==> config.mk <==
export PLATFORM = sky130hd
export DESIGN_NAME = branch_predict_ctr
export DESIGN_NICKNAME = d
export VERILOG_FILES = /design/src/rtl/branch_predict_ctr.sv
export SDC_FILE = /design/constraint.sdc
export NUM_CORES = 1
export LEC_CHECK = 0
export CORE_MARGIN = 3
export CORE_UTILIZATION = 25
export DETAILED_ROUTE_END_ITERATION = 8
export PLACE_DENSITY_LB_ADDON = 0.3
export SYNTH_ARGS = -nofsm -noshare
export SYNTH_HDL_FRONTEND = slang
export SYNTH_SLANG_ARGS = --single-unit
==> constraint.sdc <==
create_clock -name clk -period 7.7 [get_ports clk]
set_input_delay 2.31 -clock clk [delete_from_list [all_inputs] [get_ports clk]]
set_output_delay 2.31 -clock clk [all_outputs]
set_load 0.1 [all_outputs]
==> src/rtl/branch_predict_ctr.sv <==
// branch_predict_ctr: resolves conditional branches from ALU flags and keeps
// a PC-indexed table of saturating counters that predicts branch direction.
// Ports:
//   clk, rst        - clock; synchronous active-high reset
//   pred_pc         - fetch PC looked up in the table
//   pred_taken      - predicted direction for pred_pc (combinational)
//   BE, BS          - branch enable and funct3 select from EX
//   ZERO, SLT, SLTU - ALU compare flags
//   res_pc          - PC of the resolving branch (table index to train)
//   res_pred        - prediction that was used for the resolving branch
//   PCS             - actual branch outcome (combinational)
//   mispredict      - resolved direction differs from res_pred
// Optional feature macro BP_STATS_EN adds stat_branches / stat_mispredicts.
module branch_predict_ctr #(
  parameter int ENTRIES = 16,
  parameter int PC_W    = 32,
  parameter int CTR_W   = 2
) (
  input  logic            clk,
  input  logic            rst,
  input  logic [PC_W-1:0] pred_pc,
  output logic            pred_taken,
  input  logic            BE,
  input  logic [2:0]      BS,
  input  logic            ZERO,
  input  logic            SLT,
  input  logic            SLTU,
  input  logic [PC_W-1:0] res_pc,
  input  logic            res_pred,
  output logic            PCS,
  output logic            mispredict
`ifdef BP_STATS_EN
  ,
  output logic [31:0]     stat_branches,
  output logic [31:0]     stat_mispredicts
`endif
);

  localparam int IDX_W = $clog2(ENTRIES);

  // Weakly not-taken: 2^(CTR_W-1)-1, which is 0 for a 1-bit counter.
  localparam logic [CTR_W-1:0] CTR_RST =
    CTR_W'((1 << (CTR_W - 1)) - 1);
  localparam logic [CTR_W-1:0] CTR_MAX = '1;

  logic [CTR_W-1:0] r_ctr [ENTRIES];

  logic [IDX_W-1:0] w_pidx;
  logic [IDX_W-1:0] w_ridx;
  logic             w_cond;
  logic             w_rsvd;
  logic             w_upd;
  logic             w_unused;

  assign w_pidx = pred_pc[2 +: IDX_W];
  assign w_ridx = res_pc[2 +: IDX_W];

  // Only the index bits of the PCs matter.
  assign w_unused = ^{pred_pc, res_pc};

  assign pred_taken = r_ctr[w_pidx][CTR_W-1];

  always_comb begin
    w_cond = 1'b0;
    w_rsvd = 1'b0;
    unique case (BS)
      3'b000: w_cond = ZERO;
      3'b001: w_cond = !ZERO;
      3'b100: w_cond = SLT;
      3'b101: w_cond = !SLT;
      3'b110: w_cond = SLTU;
      3'b111: w_cond = !SLTU;
      3'b010,
      3'b011: w_rsvd = 1'b1;
    endcase
  end

  assign PCS        = BE && w_cond;
  assign mispredict = BE && (PCS != res_pred);
  assign w_upd      = BE && !w_rsvd;

  // Saturation is tested before the add/sub so the counter never wraps.
  always_ff @(posedge clk) begin
    if (rst) begin
      for (int i = 0; i < ENTRIES; i++)
        r_ctr[i] <= CTR_RST;
    end else if (w_upd) begin
      if (PCS) begin
        if (r_ctr[w_ridx] != CTR_MAX)
          r_ctr[w_ridx] <= r_ctr[w_ridx] + 1'b1;
      end else begin
        if (r_ctr[w_ridx] != '0)
          r_ctr[w_ridx] <= r_ctr[w_ridx] - 1'b1;
      end
    end
  end

`ifdef BP_STATS_EN
  logic [31:0] r_stat_br;
  logic [31:0] r_stat_mp;

  always_ff @(posedge clk) begin
    if (rst) begin
      r_stat_br <= '0;
      r_stat_mp <= '0;
    end else if (w_upd) begin
      if (r_stat_br != '1)
        r_stat_br <= r_stat_br + 32'd1;
      if (mispredict && (r_stat_mp != '1))
        r_stat_mp <= r_stat_mp + 32'd1;
    end
  end

  assign stat_branches    = r_stat_br;
  assign stat_mispredicts = r_stat_mp;
`endif

endmodule

==> flow_summary.toml, run 1 <==
[status]
status = "finished clean"

[route]
num_vias = 1562
wirelength_um = 5000
post_drt_wl_per_cell_um = 16.3
dr.pass1.iters = 4
drcViolationCount = 0
drt-vias-per-instance = 5.09
drt_iter0_markers = 116
ant_nets = 0

[final_layout]
final_cells = 307
regArea_sq_um = 961
n_fill_cell = 834
area_delta_synth_final_pct = 16.0
finalCoreUtilization_pct = 30.2
max_flop_register = "r_ctr"
multi_input_area_sq_mm = 0.00114
layout.nets = 275
largest_reg_flops = 32
final_common_cell = "edfxtp_1"
final_cell_mix = "32 x edfxtp_1, 24 x nand2_1, 17 x clkdlybuf4s50_1"
top_regs = "r_ctr: 32 flops"
antenna_cells = 0
fin_area_sq_mm = 0.00251
final_layout_size_suffix_gt1_share_pct = 16.8

[timing]
fin_ws_ns = 1.10
relSlewSlack_pct = 43.9
slew_violations = 0
fin_crit_ns = 6.60
final.setup.tns_ns = 0
period_share_pct = 85.7
rsz0062_at_grt = "false"
max_freq_mhz = 151
finalHoldViolCount = 0
clock_skew_ns = 0.00817
setup_violations = 0
worst_slew_pin_slew_ns = 0.835

[clocking]
cts.sinks = 32
root_buffer = "clkbuf_8"
clk_latency_ns = 0.28
cts_hold_buf = 0
cts_buffers = 5
clock_path_buffers = 2
post_cts_buffers = 0
cts_resized = 0
cts_tree = "yes"
clk_pin_slew_worst_paths_ns = 0.07
htree_num_levels = 2

[global_routing]
antenna_found_initial = 0
grt_overflow = 0
met1_usage_pct = 15.7
grt_first_pass_wirelength_um = 8310
grt_pass1_vias = 1551
grt_use_met2_pct = 15.4
grt_start_max_net_pins = 19
grt.busiest_layer = "met1"
grt.met3_usage_pct = 2.69
groute.usage.overall_pct = 10.6

[synth]
synth-compound-area-share_pct = 12.7
ys_types = 45
syn_inst = 184
ys_seq_area_share_pct = 44.5
synth_mux_area_share_pct = 18.5
synth_nets = 258
synth_xor_area_share_pct = 2.37
avgSynthCellArea_sq_um = 11.7
synthAdderAreaFrac_pct = 0
netlist_area_sq_mm = 0.00216
ys_ff_latch = 32
ys_warn_count = 0
synth_top_family_by_area = "simple AND/OR/NAND/NOR gates"
synth-simple-area-share_pct = 19.1

[power]
leakagePower_nw = 0.783
p_int_w = 0.000292
peakVddDrop_uv = 66.4
power_density_mw_per_mm2 = 163
seqPwrFrac_pct = 48.4
switching_share_pct = 28.4
combPwrFrac_pct = 21.8
clock_power_share_pct = 29.7
netSwitchingPower_w = 0.000116

[worst_setup_path]
r2r_end = "r_ctr[12][1]$_SDFFCE_PN0P_"
r2r_start = "r_ctr[12][1]$_SDFFCE_PN0P_"
reg2reg_depth = 5
worstPathArrival_ns = 4.29
required_ns = 5.39
endpoint_kind = "output pin"
crit_path_start_kind = "input pin"
worstPathCellList = "clkdlybuf4s50_1 > xnor2_1 > a2bb2oi_2 > and2_1 > xnor2_1 > and2_1 > buf_4"
cpPeakStageDelay_ns = 0.48
worst-path-buf-inv = 2
cp_max_fo = 10
reg2reg_slack_ns = 5.51
path_class = "input pin to output pin"
path_delay_family = "buffers and inverters"
critPathSlowestCell = "clkdlybuf4s50_1"

[placed_design]
placed_cell_area_sq_mm = 0.00243
portBuffers = 20
gp_congestion = 0.749
dpl.cell_count = 299
place_hpwl_um = 3860
dp_slack_ns = 1.07

[floorplanning]
die_x_um = 99.0
num_rows = 33
ios = 77
die_area_sq_mm = 0.00980
start_util_pct = 26.0
core_sq_mm = 0.00830
die_h_um = 99.0

[job]
cap_violations = 0

[hold_path]
hp-class = "register to register"
hp-start = "r_ctr[9][1]$_SDFFCE_PN0P_"
hold_path_end = "r_ctr[9][0]$_SDFFCE_PN1P_"
hold_depth = 3
power groups by stage:
stage	logic [W]	registers, W	clock network [W]
2_1_floorplan	0.0000653	0.000200	0
3_3_place_gp	0.0000889	0.000201	0
3_5_place_dp	0.0000891	0.000201	0
4_1_cts	0.0000895	0.000197	0.000124
5_1_grt	0.0000966	0.000198	0.000131
6_report	0.0000890	0.000197	0.000121
routing by layer:
layer | part of all wire, % | vias up | wire (um)
met5 | 0 | - | 0
met4 | 1.0 | 0 | 52
met3 | 6.1 | 7 | 303
met2 | 43 | 44 | 2170
met1 | 49 | 765 | 2480
li1 | - | 746 | -
metrics by stage:
step	power [W]	hold slack, ns
3_3_place_gp	0.000290	0.968
5_1_grt	0.000425	1.05
4_1_cts	0.000411	0.984
6_report	0.000408	0.981
2_1_floorplan	0.000265	0.864
3_5_place_dp	0.000290	0.968
cells in the mapped netlist (all sizes together):
| library cell | instances | share of area (%) |
|---|---|---|
| edfxtp | 32 | 44 |
| nand2 | 24 | 4.2 |
| nor3 | 15 | 3.7 |
| nor2 | 14 | 2.4 |
| mux4 | 13 | 14 |
| a21o | 11 | 3.8 |
| a21oi | 11 | 3.4 |
| nand3 | 7 | 1.6 |
| buf | 5 | 1.9 |
| clkbuf | 5 | 0.87 |
| mux2i | 4 | 3.0 |
| nand2b | 4 | 1.2 |
| o21bai | 4 | 1.4 |
| and2 | 3 | 0.87 |
| nor4 | 3 | 1.2 |
| xnor2 | 3 | 1.2 |
| a21boi | 2 | 0.69 |
| mux2 | 2 | 1.4 |
| nand4b | 2 | 0.81 |
| nor2b | 2 | 0.58 |
| nor3b | 2 | 0.69 |
| o21ai | 2 | 0.64 |
| xor2 | 2 | 1.2 |
| a211oi | 1 | 0.35 |
| a2bb2oi | 1 | 0.69 |
| a41o | 1 | 0.46 |
| and3 | 1 | 0.29 |
| inv | 1 | 0.17 |
| nand4 | 1 | 0.29 |
| nor4b | 1 | 0.69 |
| o211a | 1 | 0.46 |
| o211ai | 1 | 0.35 |
| o2bb2ai | 1 | 0.41 |
| or2 | 1 | 0.29 |
| or2b | 1 | 0.35 |
worst max-delay path by stage:
stage,start,slack [ns],end,depth (start not counted)
after floorplan,BS[0],1.45,mispredict,5
after global placement,BS[0],1.12,mispredict,7
after detailed placement,BS[0],1.07,mispredict,7
after CTS,BS[0],1.05,mispredict,7
after global routing,BS[0],0.90,mispredict,7
final,BS[0],1.10,mispredict,7
final cells by class:
class                   count  share of cell area [%]
multi-input cells         141                    45.4
inverters                   1                   0.150
clock buffers               7                    3.05
clock inverters             1                   0.150
well taps                 105                    5.24
flip-flops and latches     32                    38.3
repair buffers             20                    7.69
kinds of logic (layout without fill, tap and decap cells):
kind of cell / count (synthesis) / in the layout
flip-flops: 32 / 32
multiplexers: 19 / 19
AO/OA/AOI/OAI: 36 / 36
AND/OR/NAND/NOR: 81 / 81
buffers and inverters: 11 / 29
XOR/XNOR: 5 / 5
worst reg2reg max path, delay by kind of cell, from the launching register on:
family / cells / cell delay (ns)
AO/OA/AOI/OAI: 3 / 0.72
flip-flops: 1 / 0.41
multiplexers: 2 / 0.78
No activity file was read; power rests on OpenSTA's default activity.
==> run 2, diff against run 1 <==
- PLACE_DENSITY_LB_ADDON: 0.3 -> unset
==> run 2 against run 1 <==
  * Clock power increased by 29%
  * Count of clock-buffer cells in the layout fell by 2
  * Core utilization grew 0.41 points
  * Largest power group unchanged
  * Sequential cell count is the same
  * Register-to-register slack about the same
  * Global-route usage down 0.16 points
  * Via count rose by 1.0%
  * Highest routed layer unchanged
  * Maximum frequency is 0.68% higher
  * Hold slack better by 0.0089 ns
  * Routed wire length rose by 2.7%
  * First-iteration DRC count rose by 17%
  * Non-clock buffer count is 1 higher
==> flow_summary.toml, run 2 (synthesized netlist as in run 1, its figures left out) <==
[route]
num_vias = 1578
dr.pass1.iters = 4
wirelength_um = 5140
drcViolationCount = 0
post_drt_wl_per_cell_um = 16.7
drt_iter0_markers = 136
ant_nets = 0
drt-vias-per-instance = 5.12

[power]
clock_power_share_pct = 35.2
switching_share_pct = 27.0
power_w = 0.000443
netSwitchingPower_w = 0.000120
seqPwrFrac_pct = 44.5
leakagePower_nw = 0.800
combPwrFrac_pct = 20.3
power_density_mw_per_mm2 = 175
p_int_w = 0.000324
peakVddDrop_uv = 96.8

[worst_setup_path]
crit_path_start_kind = "input pin"
worstPathArrival_ns = 4.25
required_ns = 5.39
cp_max_fo = 4
cpPeakStageDelay_ns = 0.64
worstPathCellList = "clkdlybuf4s50_1 > mux4_2 > mux4_2 > buf_4"
worst-path-buf-inv = 2
path_class = "input pin to output pin"
endpoint_kind = "output pin"
critPathSlowestCell = "clkdlybuf4s50_1"
crit_cells = 4
cpMostUsedCell = "mux4_2"
reg2reg_depth = 5
path_delay_family = "multiplexers"

[clocking]
htree_num_levels = 2
clk_pin_slew_worst_paths_ns = 0.07
clk_latency_ns = 0.28
root_buffer = "clkbuf_8"
cts_buffers = 5
clock_path_buffers = 2
cts_resized = 0
post_cts_buffers = 0
cts_tree = "yes"
cts.sinks = 32
cts_hold_buf = 0

[final_layout]
top_regs = "r_ctr: 32 flops"
area_delta_synth_final_pct = 17.5
final_layout_size_suffix_gt1_share_pct = 17.7
final_cell_mix = "32 x edfxtp_1, 24 x nand2_1, 17 x clkdlybuf4s50_1"
antenna_cells = 0
max_flop_register = "r_ctr"
layout.nets = 276
largest_reg_flops = 32
final_common_cell = "edfxtp_1"

[global_routing]
grt_overflow = 0
grt_first_pass_wirelength_um = 8000
groute.usage.overall_pct = 10.5
antenna_found_initial = 0
grt_pass1_vias = 1502
grt_start_max_net_pins = 19

[timing]
max_freq_mhz = 152
setup_violations = 0
worst_slew_pin_slew_ns = 0.817
period_share_pct = 85.2
clock_skew_ns = 0.00903
finalHoldViolCount = 0
fin_crit_ns = 6.56
final.setup.tns_ns = 0
relSlewSlack_pct = 45.1
rsz0062_at_grt = "false"
slew_violations = 0

[floorplanning]
die_area_sq_mm = 0.00980
die_h_um = 99.0
core_sq_mm = 0.00830
start_util_pct = 26.0
die_x_um = 99.0
num_rows = 33
ios = 77

[placed_design]
gp_congestion = 0.784
place_hpwl_um = 3900
portBuffers = 20

[hold_path]
hold_depth = 3
hp-class = "register to register"

[status]
status = "finished clean"

[job]
cap_violations = 0
[run 2: changes by cell type in the layout (fill, tap and decap cells not counted)]
cell and change:
bufinv_16 +1, buf_4 +1, clkbuf_1 -2, clkinv_1 +1
[run 2: final timing paths]
kind	startpoint	to	slack (ns)
worst max-delay path	pred_pc[2]	pred_taken	1.14
worst min-delay path	r_ctr[9][1]$_SDFFCE_PN0P_	r_ctr[0][0]$_SDFFCE_PN1P_	0.99
worst max register to register	r_ctr[6][0]$_SDFFCE_PN1P_	r_ctr[12][1]$_SDFFCE_PN0P_	5.50
worst min register to register	r_ctr[9][1]$_SDFFCE_PN0P_	r_ctr[0][0]$_SDFFCE_PN1P_	0.99
[run 2: through the flow]
stage	instances	hold WS [ns]	utilization [%]	instance area, sq um	setup slack [ns]
finish	308	0.990	30.6	2540	1.14
global route	308	1.03	30.6	2540	1.10
CTS	308	0.979	30.6	2540	1.13
detailed placement	300	0.964	29.3	2430	1.13
global placement	300	0.961	29.3	2430	1.14
floorplan	184	0.864	-	2160	1.45
[run 2: cell type report]
class | instances | area, sq um
clock buffer | 5 | 68.8
multi-input combinational | 141 | 1140
fill | 815 | 5760
clock inverter | 3 | 37.5
tap | 105 | 131
sequential | 32 | 961
inverter | 1 | 3.75
timing repair buffer | 21 | 200
[run 2: power by group through the flow]
stage               combinational [W]  sequential, W  clock [W]
floorplan                   0.0000653       0.000200          0
global placement            0.0000893       0.000201          0
detailed placement          0.0000896       0.000201          0
CTS                         0.0000900       0.000197   0.000157
global route                0.0000962       0.000198   0.000164
finish                      0.0000900       0.000197   0.000156
[run 2: per-layer routing]
metal  wire length, um  part of all wire (%)  up-vias  GRT usage [%]
met5                 0                     0        -              0
met4                 9                  0.18        0           1.89
met3               393                   7.7        2           3.26
met2              2450                    48       54           16.3
met1              2280                    44      773           14.6
li1                  -                     -      749              -
[run 2: worst reg2reg max path: stages, from the launching register on]
cell      delay [ns]
edfxtp_1        0.40
mux4_1          0.58
mux2i_4         0.25
a211oi_1        0.09
a21oi_2         0.33
a41o_1          0.27
==> run 3, diff against run 2 <==
- CELL_PAD_IN_SITES_DETAIL_PLACEMENT: unset -> 1
- CELL_PAD_IN_SITES_GLOBAL_PLACEMENT: unset -> 1
- PLACE_DENSITY_LB_ADDON: unset -> 0.1
==> run 3 against run 2 <==
  * Cell count is 0.32% lower
  * Hold slack better by 0.029 ns
  * Sequential power hardly changed
  * Worst setup slack got worse by 0.021 ns
  * Power shrank 6.7%
  * Global-route usage is 2.8 points higher
  * Count of clock-buffer cells in the layout rose by 1
  * Critical path type unchanged
==> flow_summary.toml, run 3 (synthesized netlist as in run 1, its figures left out) <==
[status]
status = "finished clean"

[timing]
relSlewSlack_pct = 37.8
setup_violations = 0
whs_ns = 1.02
finalHoldViolCount = 0
fin_crit_ns = 6.58
final.setup.tns_ns = 0
slew_violations = 0
worst_slew_pin_slew_ns = 0.926
period_share_pct = 85.4
max_freq_mhz = 152
clock_skew_ns = 0.00826
rsz0062_at_grt = "false"

[worst_setup_path]
critPathSlowestCell = "clkdlybuf4s50_1"
cp_max_fo = 4
endpoint_kind = "output pin"
reg2reg_slack_ns = 5.41
worstPathCellList = "clkdlybuf4s50_1 > mux4_2 > mux4_2 > buf_4"
crit_path_start_kind = "input pin"
r2r_start = "r_ctr[12][1]$_SDFFCE_PN0P_"
cpMostUsedCell = "mux4_2"
worst-path-buf-inv = 2
worstSetupEndpoint = "pred_taken"
crit_cells = 4
required_ns = 5.39
path_delay_family = "multiplexers"
crit_start = "pred_pc[2]"
path_class = "input pin to output pin"
cpPeakStageDelay_ns = 0.65
worstPathArrival_ns = 4.27
r2r_end = "r_ctr[12][0]$_SDFFCE_PN1P_"
reg2reg_depth = 5

[clocking]
root_buffer = "clkbuf_8"
cts_hold_buf = 0
post_cts_buffers = 0
cts_buffers = 5
htree_num_levels = 2
clk_pin_slew_worst_paths_ns = 0.06
clock_path_buffers = 2
clk_latency_ns = 0.28
cts_resized = 0
cts_tree = "yes"
cts.sinks = 32

[final_layout]
top_regs = "r_ctr: 32 flops"
final_common_cell = "edfxtp_1"
final_layout_size_suffix_gt1_share_pct = 17.8
area_delta_synth_final_pct = 16.2
max_flop_register = "r_ctr"
largest_reg_flops = 32
n_fill_cell = 930
fin_area_sq_mm = 0.00251
layout.nets = 276
final_cell_mix = "32 x edfxtp_1, 24 x nand2_1, 17 x clkdlybuf4s50_1"
antenna_cells = 0

[route]
wl_met2_um = 2960
top_layer = "met4"
m1WireLength_um = 2810
drcViolationCount = 0
dr.pass1.iters = 4
wirelength_um = 6130
wl_met3_um = 289
drt-vias-per-instance = 5.28
num_vias = 1621
drt_iter0_markers = 151
ant_nets = 0
post_drt_wl_per_cell_um = 20.0

[floorplanning]
die_x_um = 99.0
num_rows = 33
start_util_pct = 26.0
die_area_sq_mm = 0.00980
die_h_um = 99.0
ios = 77
core_sq_mm = 0.00830

[placed_design]
placed_cell_area_sq_mm = 0.00243
place_hpwl_um = 4690
gp_congestion = 0.793
portBuffers = 20

[power]
clock_power_share_pct = 29.7
power_density_mw_per_mm2 = 165
seqPwrFrac_pct = 47.8
peakVddDrop_uv = 54.0
p_int_w = 0.000291
netSwitchingPower_w = 0.000123
leakagePower_nw = 0.788
combPwrFrac_pct = 22.5
switching_share_pct = 29.6

[global_routing]
grt_pass1_vias = 1728
grt_overflow = 0
grt_start_max_net_pins = 19
groute.usage.overall_pct = 13.2
antenna_found_initial = 0
grt_first_pass_wirelength_um = 9910

[job]
cap_violations = 0

[hold_path]
hp-class = "register to register"
## run 3: cell types whose count changed in the layout (fill, tap and decap cells not counted)
cell | before | now
clkinv_1 | 2 | 0
clkbuf_1 | 0 | 1
bufinv_16 | 1 | 0
clkinv_2 | 0 | 1
## run 3: worst min-delay path: cells and delay by family, from the launching register on
| family | cells | cell delay (ns) |
|---|---|---|
| simple gates | 1 | 0.09 |
| flops | 1 | 0.36 |
| mux | 1 | 0.31 |
| compound gates | 1 | 0.15 |
## run 3: final cells by class
type                    count  area [sq um]  area share [%]
multi-input cells         141          1140            45.3
inverters                   1          3.75           0.149
flip-flops and latches     32           961            38.3
well taps                 105           131            5.23
repair buffers             21           200            7.97
clock inverters             1          5.00           0.199
clock buffers               6          72.6            2.89
## run 3: stage by stage
| stage | worst slack (ns) | instances | power (W) | utilization (%) |
|---|---|---|---|---|
| final | 1.12 | 307 | 0.000414 | 30.3 |
| after global routing | 1.06 | 307 | 0.000433 | 30.3 |
| after CTS | 1.09 | 307 | 0.000417 | 30.3 |
| after detailed placement | 1.09 | 300 | 0.000296 | 29.3 |
| after global placement | 1.11 | 300 | 0.000294 | 29.3 |
| after floorplan | 1.45 | 184 | 0.000265 | - |
## run 3: metal layers
layer	vias up	track usage (%)
met5	-	0
met4	0	3.15
met3	5	2.76
met2	39	21.8
met1	831	17.8
li1	746	-
## run 3: how the worst min path moves through the flow
| stage | startpoint | end | cells past startpoint |
|---|---|---|---|
| 2_1_floorplan | r_ctr[0][1]$_SDFFCE_PN0P_ | r_ctr[8][0]$_SDFFCE_PN1P_ | 3 |
| 3_3_place_gp | r_ctr[0][1]$_SDFFCE_PN0P_ | r_ctr[9][0]$_SDFFCE_PN1P_ | 3 |
| 3_5_place_dp | r_ctr[0][1]$_SDFFCE_PN0P_ | r_ctr[0][0]$_SDFFCE_PN1P_ | 3 |
| 4_1_cts | r_ctr[0][1]$_SDFFCE_PN0P_ | r_ctr[0][0]$_SDFFCE_PN1P_ | 3 |
| 5_1_grt | r_ctr[0][1]$_SDFFCE_PN0P_ | r_ctr[8][0]$_SDFFCE_PN1P_ | 3 |
| 6_report | r_ctr[0][1]$_SDFFCE_PN0P_ | r_ctr[9][0]$_SDFFCE_PN1P_ | 3 |
## run 3: power groups by stage
stage | registers (W) | clock network (W) | logic, W
after floorplan | 0.000200 | 0 | 0.0000653
after global placement | 0.000201 | 0 | 0.0000924
after detailed placement | 0.000201 | 0 | 0.0000943
after CTS | 0.000198 | 0.000125 | 0.0000944
after global routing | 0.000198 | 0.000134 | 0.000101
final | 0.000198 | 0.000123 | 0.0000931
